===== src/rtl/gol_pkg.sv =====
`default_nettype none
// ============================================================================
// Module      : gol_pkg
// Description : Shared state encodings and helpers for the Game of Life
//               generation scheduler.
// Revision    : 1.0 - initial release
// ============================================================================
package gol_pkg;

    typedef logic [1:0] gol_state_t;

    localparam gol_state_t c_ST_SEED  = 2'd0;
    localparam gol_state_t c_ST_RUN   = 2'd1;
    localparam gol_state_t c_ST_PAUSE = 2'd2;
    localparam gol_state_t c_ST_STEP  = 2'd3;

    localparam int c_FRAME_CNT_W = 3;

    // Last frame index of a 2^speed frame period.
    function automatic logic [c_FRAME_CNT_W-1:0] hold_limit(input logic [1:0] speed);
        return c_FRAME_CNT_W'((4'd1 << speed) - 4'd1);
    endfunction

endpackage
`default_nettype wire


===== src/rtl/gol_frame_div.sv =====
`default_nettype none
// ============================================================================
// Module      : gol_frame_div
// Description : Frame divider for RUN mode; flags when the next frame evolves.
// Revision    : 1.0 - initial release
// ============================================================================
module gol_frame_div
    import gol_pkg::*;
(
    input  logic       clk,
    input  logic       rst,
    input  logic       i_clr,
    input  logic       i_adv,
    input  logic [1:0] i_speed,
    output logic       o_is_evolve
);

    logic [c_FRAME_CNT_W-1:0] r_frame_cnt;

    // ">=" rather than "==" so lowering speed mid-period cannot strand the counter.
    assign o_is_evolve = (r_frame_cnt >= hold_limit(i_speed));

    always_ff @(posedge clk) begin
        if (rst) begin
            r_frame_cnt <= '0;
        end else if (i_clr) begin
            r_frame_cnt <= '0;
        end else if (i_adv) begin
            r_frame_cnt <= o_is_evolve ? '0 : r_frame_cnt + 1'b1;
        end
    end

endmodule
`default_nettype wire


===== src/rtl/gol_sched.sv =====
`default_nettype none
// ============================================================================
// Module      : gol_sched
// Description : Frame-synchronous scheduler for the Game of Life board:
//               seeding, run/pause/single-step control and generation count.
// Revision    : 1.0 - initial release
// ============================================================================
module gol_sched
    import gol_pkg::*;
#(
    parameter int SEED_FRAMES = 2,
    parameter int GEN_W       = 16
)(
    input  logic             clk,
    input  logic             rst,
    input  logic             frame_start,
    input  logic             vga_da,
    input  logic             btn_run,
    input  logic             btn_step,
    input  logic             btn_seed,
    input  logic [1:0]       speed,
    output logic             gol_ena,
    output logic             gol_seed,
    output logic             gol_hold,
    output logic [GEN_W-1:0] gen_count,
    output logic [1:0]       state
);

    localparam int c_SEED_W = (SEED_FRAMES > 1) ? $clog2(SEED_FRAMES) : 1;
    localparam logic [c_SEED_W-1:0] c_SEED_LAST = c_SEED_W'(SEED_FRAMES - 1);

    gol_state_t          r_state;
    gol_state_t          w_state_nxt;
    logic                r_run_mode;
    logic                r_seed_p;
    logic                r_run_p;
    logic                r_step_p;
    logic [c_SEED_W-1:0] r_seed_cnt;
    logic [GEN_W-1:0]    r_gen_count;
    logic                r_hold;
    logic                r_seed;

    logic w_seed_p;
    logic w_run_p;
    logic w_step_p;
    logic w_run_mode_nxt;
    logic w_seed_last;
    logic w_evolve_end;
    logic w_is_evolve;
    logic w_div_clr;
    logic w_div_adv;
    logic w_hold_nxt;
    logic w_seed_nxt;

    // A button arriving on the frame_start cycle itself is still honoured.
    assign w_seed_p       = r_seed_p | btn_seed;
    assign w_run_p        = r_run_p ^ btn_run;
    assign w_step_p       = r_step_p | btn_step;
    assign w_run_mode_nxt = r_run_mode ^ w_run_p;
    assign w_seed_last    = (r_seed_cnt == c_SEED_LAST);
    assign w_evolve_end   = ((r_state == c_ST_RUN) && !r_hold) || (r_state == c_ST_STEP);

    gol_frame_div u_frame_div (
        .clk         (clk),
        .rst         (rst),
        .i_clr       (w_div_clr),
        .i_adv       (w_div_adv),
        .i_speed     (speed),
        .o_is_evolve (w_is_evolve)
    );

    always_ff @(posedge clk) begin
        if (rst) begin
            r_state  <= c_ST_SEED;
            r_hold   <= 1'b0;
            r_seed   <= 1'b1;
        end else begin
            r_state  <= w_state_nxt;
            r_hold   <= w_hold_nxt;
            r_seed   <= w_seed_nxt;
        end
    end

    always_comb begin
        w_state_nxt = r_state;
        if (frame_start) begin
            if (w_seed_p) begin
                w_state_nxt = c_ST_SEED;
            end else begin
                case (r_state)
                    c_ST_SEED: begin
                        if (w_seed_last) begin
                            w_state_nxt = w_run_mode_nxt ? c_ST_RUN : c_ST_PAUSE;
                        end
                    end
                    c_ST_RUN: begin
                        if (!w_run_mode_nxt) begin
                            w_state_nxt = c_ST_PAUSE;
                        end
                    end
                    c_ST_PAUSE: begin
                        if (w_run_mode_nxt) begin
                            w_state_nxt = c_ST_RUN;
                        end else if (w_step_p && !w_run_p) begin
                            w_state_nxt = c_ST_STEP;
                        end
                    end
                    default: begin
                        w_state_nxt = w_run_mode_nxt ? c_ST_RUN : c_ST_PAUSE;
                    end
                endcase
            end
        end
    end

    always_comb begin
        w_hold_nxt = r_hold;
        w_seed_nxt = r_seed;
        w_div_clr  = 1'b0;
        w_div_adv  = 1'b0;
        if (frame_start) begin
            // Any frame that is not a continuation of RUN restarts the period.
            w_div_clr  = (w_state_nxt != c_ST_RUN) || (r_state != c_ST_RUN);
            w_div_adv  = !w_div_clr;
            w_seed_nxt = (w_state_nxt == c_ST_SEED);
            case (w_state_nxt)
                c_ST_RUN:   w_hold_nxt = (r_state == c_ST_RUN) ? !w_is_evolve : 1'b0;
                c_ST_PAUSE: w_hold_nxt = 1'b1;
                default:    w_hold_nxt = 1'b0;
            endcase
        end
    end

    always_ff @(posedge clk) begin
        if (rst) begin
            r_run_mode  <= 1'b1;
            r_seed_p    <= 1'b0;
            r_run_p     <= 1'b0;
            r_step_p    <= 1'b0;
            r_seed_cnt  <= '0;
            r_gen_count <= '0;
        end else if (frame_start) begin
            r_seed_p <= 1'b0;
            r_run_p  <= 1'b0;
            r_step_p <= 1'b0;
            if (w_run_p) begin
                r_run_mode <= ~r_run_mode;
            end
            if (w_seed_p || (r_state != c_ST_SEED) || w_seed_last) begin
                r_seed_cnt <= '0;
            end else begin
                r_seed_cnt <= r_seed_cnt + 1'b1;
            end
            if (w_seed_p) begin
                r_gen_count <= '0;
            end else if (w_evolve_end) begin
                r_gen_count <= r_gen_count + 1'b1;
            end
        end else begin
            r_seed_p <= w_seed_p;
            r_run_p  <= w_run_p;
            r_step_p <= w_step_p;
        end
    end

    assign gol_ena   = vga_da;
    assign gol_seed  = r_seed;
    assign gol_hold  = r_hold;
    assign gen_count = r_gen_count;
    assign state     = r_state;

endmodule
`default_nettype wire


===== config.mk =====
export PLATFORM = sky130hd
export DESIGN_NAME = gol_sched
export DESIGN_NICKNAME = d
export VERILOG_FILES = /design/src/rtl/gol_pkg.sv /design/src/rtl/gol_frame_div.sv /design/src/rtl/gol_sched.sv
export SDC_FILE = /design/constraint.sdc
export NUM_CORES = 1
export LEC_CHECK = 0
export ABC_AREA = 1
export CAP_MARGIN = 20
export CORE_ASPECT_RATIO = 2
export CORE_UTILIZATION = 50
export DETAILED_ROUTE_END_ITERATION = 12
export PLACE_DENSITY = 0.81
export SLEW_MARGIN = 20
export SYNTH_ARGS = -nofsm -noshare
export SYNTH_HDL_FRONTEND = slang
export SYNTH_SLANG_ARGS = --single-unit

===== constraint.sdc =====
create_clock -name clk -period 3.19 [get_ports clk]
set_clock_uncertainty 0.15 [all_clocks]
set_input_delay 0.319 -clock clk [delete_from_list [all_inputs] [get_ports clk]]
set_output_delay 0.319 -clock clk [all_outputs]
set_load 0.005 [all_outputs]

==> impl_results.md, run 1 <==
- H-tree depth: 1
- Detailed placement HPWL: ~2500 microns
- Sw power: 144.1 uW
- Max Freq: 0.4461 GHz
- Vias: 1450
- CP startpoint: frame_start
- Total gr overflow: 0
- Post-Syn Nets: roughly 250
- Post-synthesis share of cell area spent on and, or, nand and nor gates: 38.61%
- Clock network fraction of total power: about a third
- CP max-delay cell: clkdlybuf4s50_1
- Inst Count DP: 287
- Post-synth EDFFs: 0
- Total routing usage reported by global routing: 19.48%
- Max reg flops: 16
- Reg clk slew, reported paths: 90 ps
- Post-Synth Adder-Cell Area: 6.265%
- WL met2: 1679 microns
- DRT Wirelength: 3155 microns
- Count of final max-slew check failures: 0
- Post-synth top area cell: dfxtp_1
- Min Tclk post-route: approximately 2200 ps
- R2R setup slack: 1140 ps
- Die width: 41.97 microns
- Routed WL per cell: 10.84 microns
- PostCTS Resize Cnt: 0
- Area fraction in compound gates after synthesis: 8.379%
- Synth unique cells: 30
- Worst path arrival time: roughly 2300 ps
- Port buffer count: 27
- Mux cell area share after synthesis: 0%
- VDD IR max: 0.2684 mV
- R2r endpoint: u_frame_div.r_frame_cnt[2]
- CTS tree: built
- Max-slew headroom: between 70% and 80%
- IO Count: 30
- Fin util: between 60% and 70%
- Largest net degree at the start of global routing: 16
- Final Hold Vio Count: 0
- Clock Tree Buf Depth: 2
- Synth Cell Area: 1598 sq um
- CTS Buf Count: 3
- Worst Setup EP: u_frame_div.r_frame_cnt[2]
- Metal3 WL: 84 microns
- Placer Congestion: 0.8454
- Vias in the first global route: 1317
- Critical path peak fanout: 6
- RSZ-0062 raised after global routing: no
- Crit path kind: in2reg
- Combinational share of power: 9.3%
- Clock Sinks: 28
- DRC Markers: 0
- DIE AREA: 3439 sq um
- Power Density: approximately 330 nW/um^2
- CP required: 3210 ps
- Antenna viol nets, final: 0
- Ys flop type: dfxtp_1
- Antenna cells: 0
- Crit-path cells: clkdlybuf4s50_1, inv_1, nor2_1, nand2_1, nor2_1, nand2_1, nand2_1, ha_1, nand3_1, nor2_1, nand2_1, xor2_1, nor2_1
- Core area: 3013 sq um
- Worst reg-to-reg path cell count: 13
- Async set-reset flop share out of synthesis: 0%
- Least-Margin Pin Slew: 337.6 ps
- DRT met1 WL: 1316 microns
- Share of cells above drive strength 1: 9.962%
- Leading post-synthesis cells by cell area: dfxtp_1, nand2_1, nor2_1
- Max layer used: met4
- Post-Synth XOR/XNOR Area: 1.644%
- Ys Warns: 0
- Commonest cells in the netlist: nand2_1, nor2_1, inv_1
- Leakage: 0.0008354 uW
- Clock latency at the later pin of the worst-skew pair: 270 ps
- Largest family of logic cells by synthesized area: simple AND/OR/NAND/NOR gates
- First-pass GRT wire length: 5237 microns
- Max_cap viols: 0
- Post-Layout Cell Count: 291
- Post-CTS setup buffers: 0
- # setup viols final: 0
- Count leader, synth: nand2_1
- Layout net count: 279
- Yosys reg bits: 28
- Part of the power in registers: 56.5%
- Layout area overhead: 20.99%
- Status: finished clean
- Top cell type's share of synthesized area: 35.08%
- Seq/Total Area, Yosys: approximately a third
- DR vias/cell: 4.983
- Crit. End Element: flop
- Cells after synthesis: 232
- Cell row count: 28
- Die H: between 80 and 90 microns
- Crit-path max cell delay: 530 ps
- Hold-fix buffers, CTS: 0
- Switch share: 22.86%
- Worst setup SP type: primary input
- Min-Delay Path Class: reg2reg
- Cell Int Power: slightly below 500 uW
- Setup TNS: 0 ps
- Initial antenna violation count: 0
- Worst r2r src: r_seed_p
- Starting DRT DRC Count: 24
- Fin crit share: 70.27%
- Clock Tree Root: clkbuf_8
- Syn Area/Cell: around 6.9 sq um
- Iteration count of the initial detailed-routing pass: 4
- Initial Util: 53.03%
==> worst min-delay path by stage <==
stage                         from            to  slack, ps  depth (start not counted)
after floorplan                rst  gen_count[1]        240                          1
after global placement    r_step_p      r_step_p        300                          2
after detailed placement  gol_seed      gol_seed        300                          2
after CTS                 gol_seed      gol_seed        330                          2
after global routing      gol_seed      gol_seed        360                          2
final                     gol_seed      gol_seed        320                          2
==> final cells by class <==
| class | count | area (sq um) |
|---|---|---|
| Fill cell | 281 | 1080 |
| Sequential cell | 28 | 560.5 |
| Timing Repair Buffer | 27 | 270.3 |
| Inverter | 34 | 132.6 |
| Multi-Input combinational cell | 168 | 877.1 |
| Tap cell | 30 | 37.54 |
| Clock buffer | 4 | 55.05 |
==> logic make-up (layout without fill, tap and decap cells) <==
group	after synthesis	count (layout)
adders and majority gates	8	8
DFF	28	28
xor gates and xnor gates	3	3
buffers and inverters	36	65
and+or+nand+nor	136	136
AOI/OAI and AO/OA	21	21
==> worst max-delay path, delay by kind of cell <==
family	cells	cell delay [ps]
xor+xnor	1	150
fa+ha+maj	1	140
buf+inv	2	670
simple gates	9	980
==> per-layer routing <==
layer | vias to the layer above | GRT usage [%]
met5 | - | 0
met4 | 0 | 8.387
met3 | 7 | 2.857
met2 | 31 | 38.44
met1 | 631 | 19.54
li1 | 781 | -
==> placed cells by master, fill, tap and decap left out, types with 2 or more instances in the layout <==
cell and count:
xor2_1 3, a21oi_2 4, clkdlybuf4s50_1 27, a22oi_1 2
nand4_1 3, a21oi_1 8, ha_1 8, nor2_2 4
nand2_1 63, inv_2 2, nand3_1 12, clkbuf_8 4
nand2_2 4, o21ai_1 3, nor3_1 4, inv_1 31
dfxtp_1 28, nand3b_1 3, nor2_1 37
==> power by group through the flow <==
stage / Clock, uW / Sequential [uW] / Combinational (uW)
2_1_floorplan: 0 / 364 / 40.5
5_1_grt: 235 / 357 / 64.9
4_1_cts: 223 / 356 / 58.6
6_report: 216 / 356 / 58.5
3_3_place_gp: 0 / 364 / 57.8
3_5_place_dp: 0 / 364 / 58.4
==> stage by stage <==
step / cell area [sq um] / hold slack (ps) / total power (uW) / worst slack [ps]
2_1_floorplan: 1598 / 238.1 / 404.5 / 1362
3_3_place_gp: 1878 / 296.7 / 422.0 / 765.4
3_5_place_dp: 1878 / 301.7 / 422.9 / 674.0
4_1_cts: 1933 / 326.2 / 637.6 / 963.7
5_1_grt: 1933 / 362.2 / 657.2 / 703.8
6_report: 1933 / 317.6 / 630.4 / 948.4
No activity file was read; power rests on OpenSTA's default activity.
==> run 2: changes to the inputs <==
Settings changed: CORE_UTILIZATION 50 to 46, PLACE_DENSITY 0.81 to 0.79.
Clock period 3.19 ns to 2 ns, I/O delays scaled along.
==> impl_results.md, run 2 (synthesis results as in run 1) <==
- Total gr overflow: 0 (unchanged)
- # setup viols final: 0 (unchanged)
- Die width: 43.68 microns (was 41.97 microns)
- Fillers: 313 (was 281)
- CTS tree: built (unchanged)
- Sw power: 250.1 uW (was 144.1 uW)
- Fin util: 62.28% (was 64.16%)
- Clock Tree Root: clkbuf_8 (unchanged)
- R2R setup slack: 40 ps (was 1140 ps)
- Worst setup SP type: flop (was primary input)
- Antenna viol nets, final: 0 (unchanged)
- DIE AREA: 3727 sq um (was 3439 sq um)
- Max reg flops: 16 (unchanged)
- VDD IR max: 0.4603 mV (was 0.2684 mV)
- Worst path arrival time: 2030 ps (was 2260 ps)
- Largest delay contributor family on the critical path: simple AND/OR/NAND/NOR gates (unchanged)
- Initial Util: 47.83% (was 53.03%)
- Routed WL per cell: 12.19 microns (was 10.84 microns)
- Reg area: 564.3 sq um (was 560.5 sq um)
- RSZ-0062 raised after global routing: yes (was no)
- Switch share: 24.86% (was 22.86%)
- Count of final max-slew check failures: 0 (unchanged)
- Initial antenna violation count: 0 (unchanged)
- Iteration count of the initial detailed-routing pass: 10 (was 4)
- Clock Sinks: 28 (unchanged)
- Placer Congestion: 0.8673 (was 0.8454)
- Critical path peak fanout: 2 (was 6)
- Crit. End Element: flop (unchanged)
- Leakage: 0.0009161 uW (was 0.0008354 uW)
- Max Freq: a little over 0.5 GHz
- Violated checks: DRC
- DRT Wirelength: 3730 microns (was 3155 microns)
- Max-slew headroom: 75.31% (was 77.41%)
- Port buffer count: 27 (unchanged)
- Buf/Inv on CP: 2 (unchanged)
- DR vias/cell: 5.284 (was 4.983)
- Inst Count DP: 301 (was 287)
- Least-Margin Pin Slew: 369.0 ps (was 337.6 ps)
- Share of cells above drive strength 1: 19.34% (was 9.962%)
- H-tree depth: 1 (unchanged)
- Largest net degree at the start of global routing: 15 (was 16)
- Cell Int Power: 755.7 uW (was 486.3 uW)
- Crit-path cells: nor2_4, inv_2, nor2_4, nand2_2, nor2_2, nand2_1, nand2_1, ha_2, nand3_4, inv_2, nand4_1, nor2_1, nor2_1, nor2_1 (was clkdlybuf4s50_1, inv_1, nor2_1, nand2_1, nor2_1, nand2_1, nand2_1, ha_1, nand3_1, nor2_1, nand2_1, xor2_1, nor2_1)
- First-pass GRT wire length: 6009 microns (was 5237 microns)
- Combinational share of power: 12.3% (was 9.3%)
- Crit path kind: reg2reg (was in2reg)
- CP required: 2070 ps (was 3210 ps)
- Area of the multi-input gates: 922.1 sq um (was 877.1 sq um)
- Vias in the first global route: 1483 (was 1317)
- IO Count: 30 (unchanged)
- Layout area overhead: 30.23% (was 20.99%)
- CTS Buf Count: 3 (unchanged)
- Post-Layout Cell Count: 306 (was 291)
- Vias: 1617 (was 1450)
- Clock network fraction of total power: 31.1% (was 34.2%)
- Clock Tree Buf Depth: 2 (unchanged)
- Die H: 85.35 microns (was 81.95 microns)
- Power Density: 483.4 nW/um^2 (was 326.1 nW/um^2)
- Starting DRT DRC Count: 40 (was 24)
- DRC Markers: 1 (was 0)
- Core area: 3341 sq um (was 3013 sq um)
- Hold-fix buffers, CTS: 0 (unchanged)
- Fin crit share: 98.06%
- Reg clk slew, reported paths: 90 ps (about the same)
- Part of the power in registers: 56.6% (was 56.5%)
- Max_cap viols: 0 (unchanged)
- Commonest non-fill, non-tap cell in the layout: nand2_1 (unchanged)
- Status: finished, violations left (was finished clean)
- Detailed placement HPWL: 2935 microns (was 2535 microns)
- Layout net count: 293 (was 279)
- Min Tclk post-route: just under 2000 ps
- Cell mode on critical path: nor2_1
- Final Hold Vio Count: 0 (unchanged)
- Min-Delay Path Class: in2reg (was reg2reg)
- Crit-path max cell delay: 350 ps (was 530 ps)
- CP max-delay cell: dfxtp_2 (was clkdlybuf4s50_1)
- Total routing usage reported by global routing: 21.29% (was 19.48%)
- Clock latency at the later pin of the worst-skew pair: 270 ps (about the same)
- Cell row count: 30 (was 28)
- Most frequent cells in the layout: nand2_1, nor2_1, inv_1 (unchanged)
- Antenna cells: 0 (unchanged)
## run 2: changes by cell type in the layout (fill, tap and decap cells not counted), sizes merged
| cell | before | now |
|---|---|---|
| buf | 0 | 14 |
| clkdlybuf4s50 | 27 | 25 |
| dlymetal6s2s | 0 | 2 |
| clkbuf | 4 | 3 |
## run 2: cell type report
class	count	area share, %
timing repair buffer	41	18.28
inverter	34	6.374
clock buffer	3	1.984
tap	32	1.924
sequential	28	27.12
multi-input combinational	168	44.32
## run 2: repair_timing
item,CTS,global route
endpoints found under the setup margin,1,4
resized for setup,1,19
pin swaps,0,8
setup buffers,0,2
## run 2: per-layer routing
metal | part of all wire [%] | global-route usage (%) | vias to the layer above
li1 | - | - | 811
met1 | 35 | 19.42 | 731
met2 | 57 | 40.71 | 57
met3 | 2.5 | 2.128 | 18
met4 | 5.8 | 14.20 | 0
met5 | 0 | 0 | -
## run 2: worst paths after layout
| check | start | to | depth (start not counted) |
|---|---|---|---|
| worst max register to register | r_seed_p | u_frame_div.r_frame_cnt[2] | 14 |
| worst min-delay path | btn_run | r_run_p | 5 |
| worst max-delay path | r_seed_p | u_frame_div.r_frame_cnt[2] | 14 |
| worst min register to register | gol_seed | gol_seed | 2 |
## run 2: through the flow
| step | power (uW) | instance area, sq um | setup TNS [ps] | worst slack, ps | hold slack [ps] |
|---|---|---|---|---|---|
| 2_1_floorplan | 645.2 | 1598 | 0 | 209.9 | 119.1 |
| 3_3_place_gp | 692.7 | 1971 | -609.4 | -217.0 | 250.0 |
| 3_5_place_dp | 693.9 | 1971 | -954.5 | -341.9 | 250.0 |
| 4_1_cts | 1000 | 2014 | 0 | 11.01 | 250.0 |
| 5_1_grt | 1045 | 2081 | -130.4 | -74.32 | 250.0 |
| 6_report | 1006 | 2081 | 0 | 38.74 | 241.3 |
## run 2: worst register-to-register path: cells and delay by family (launching register included)
family / cells / cell delay [ps]
simple gates: 11 / 1090
flops: 1 / 350
fa+ha+maj: 1 / 200
buf+inv: 2 / 120
## run 2: power groups by stage
| stage | sequential (uW) | combinational [uW] | clock, uW |
|---|---|---|---|
| 3_5_place_dp | 581 | 113 | 0 |
| 4_1_cts | 568 | 114 | 319 |
| 2_1_floorplan | 581 | 64.6 | 0 |
| 3_3_place_gp | 581 | 112 | 0 |
| 5_1_grt | 570 | 136 | 339 |
| 6_report | 569 | 124 | 313 |
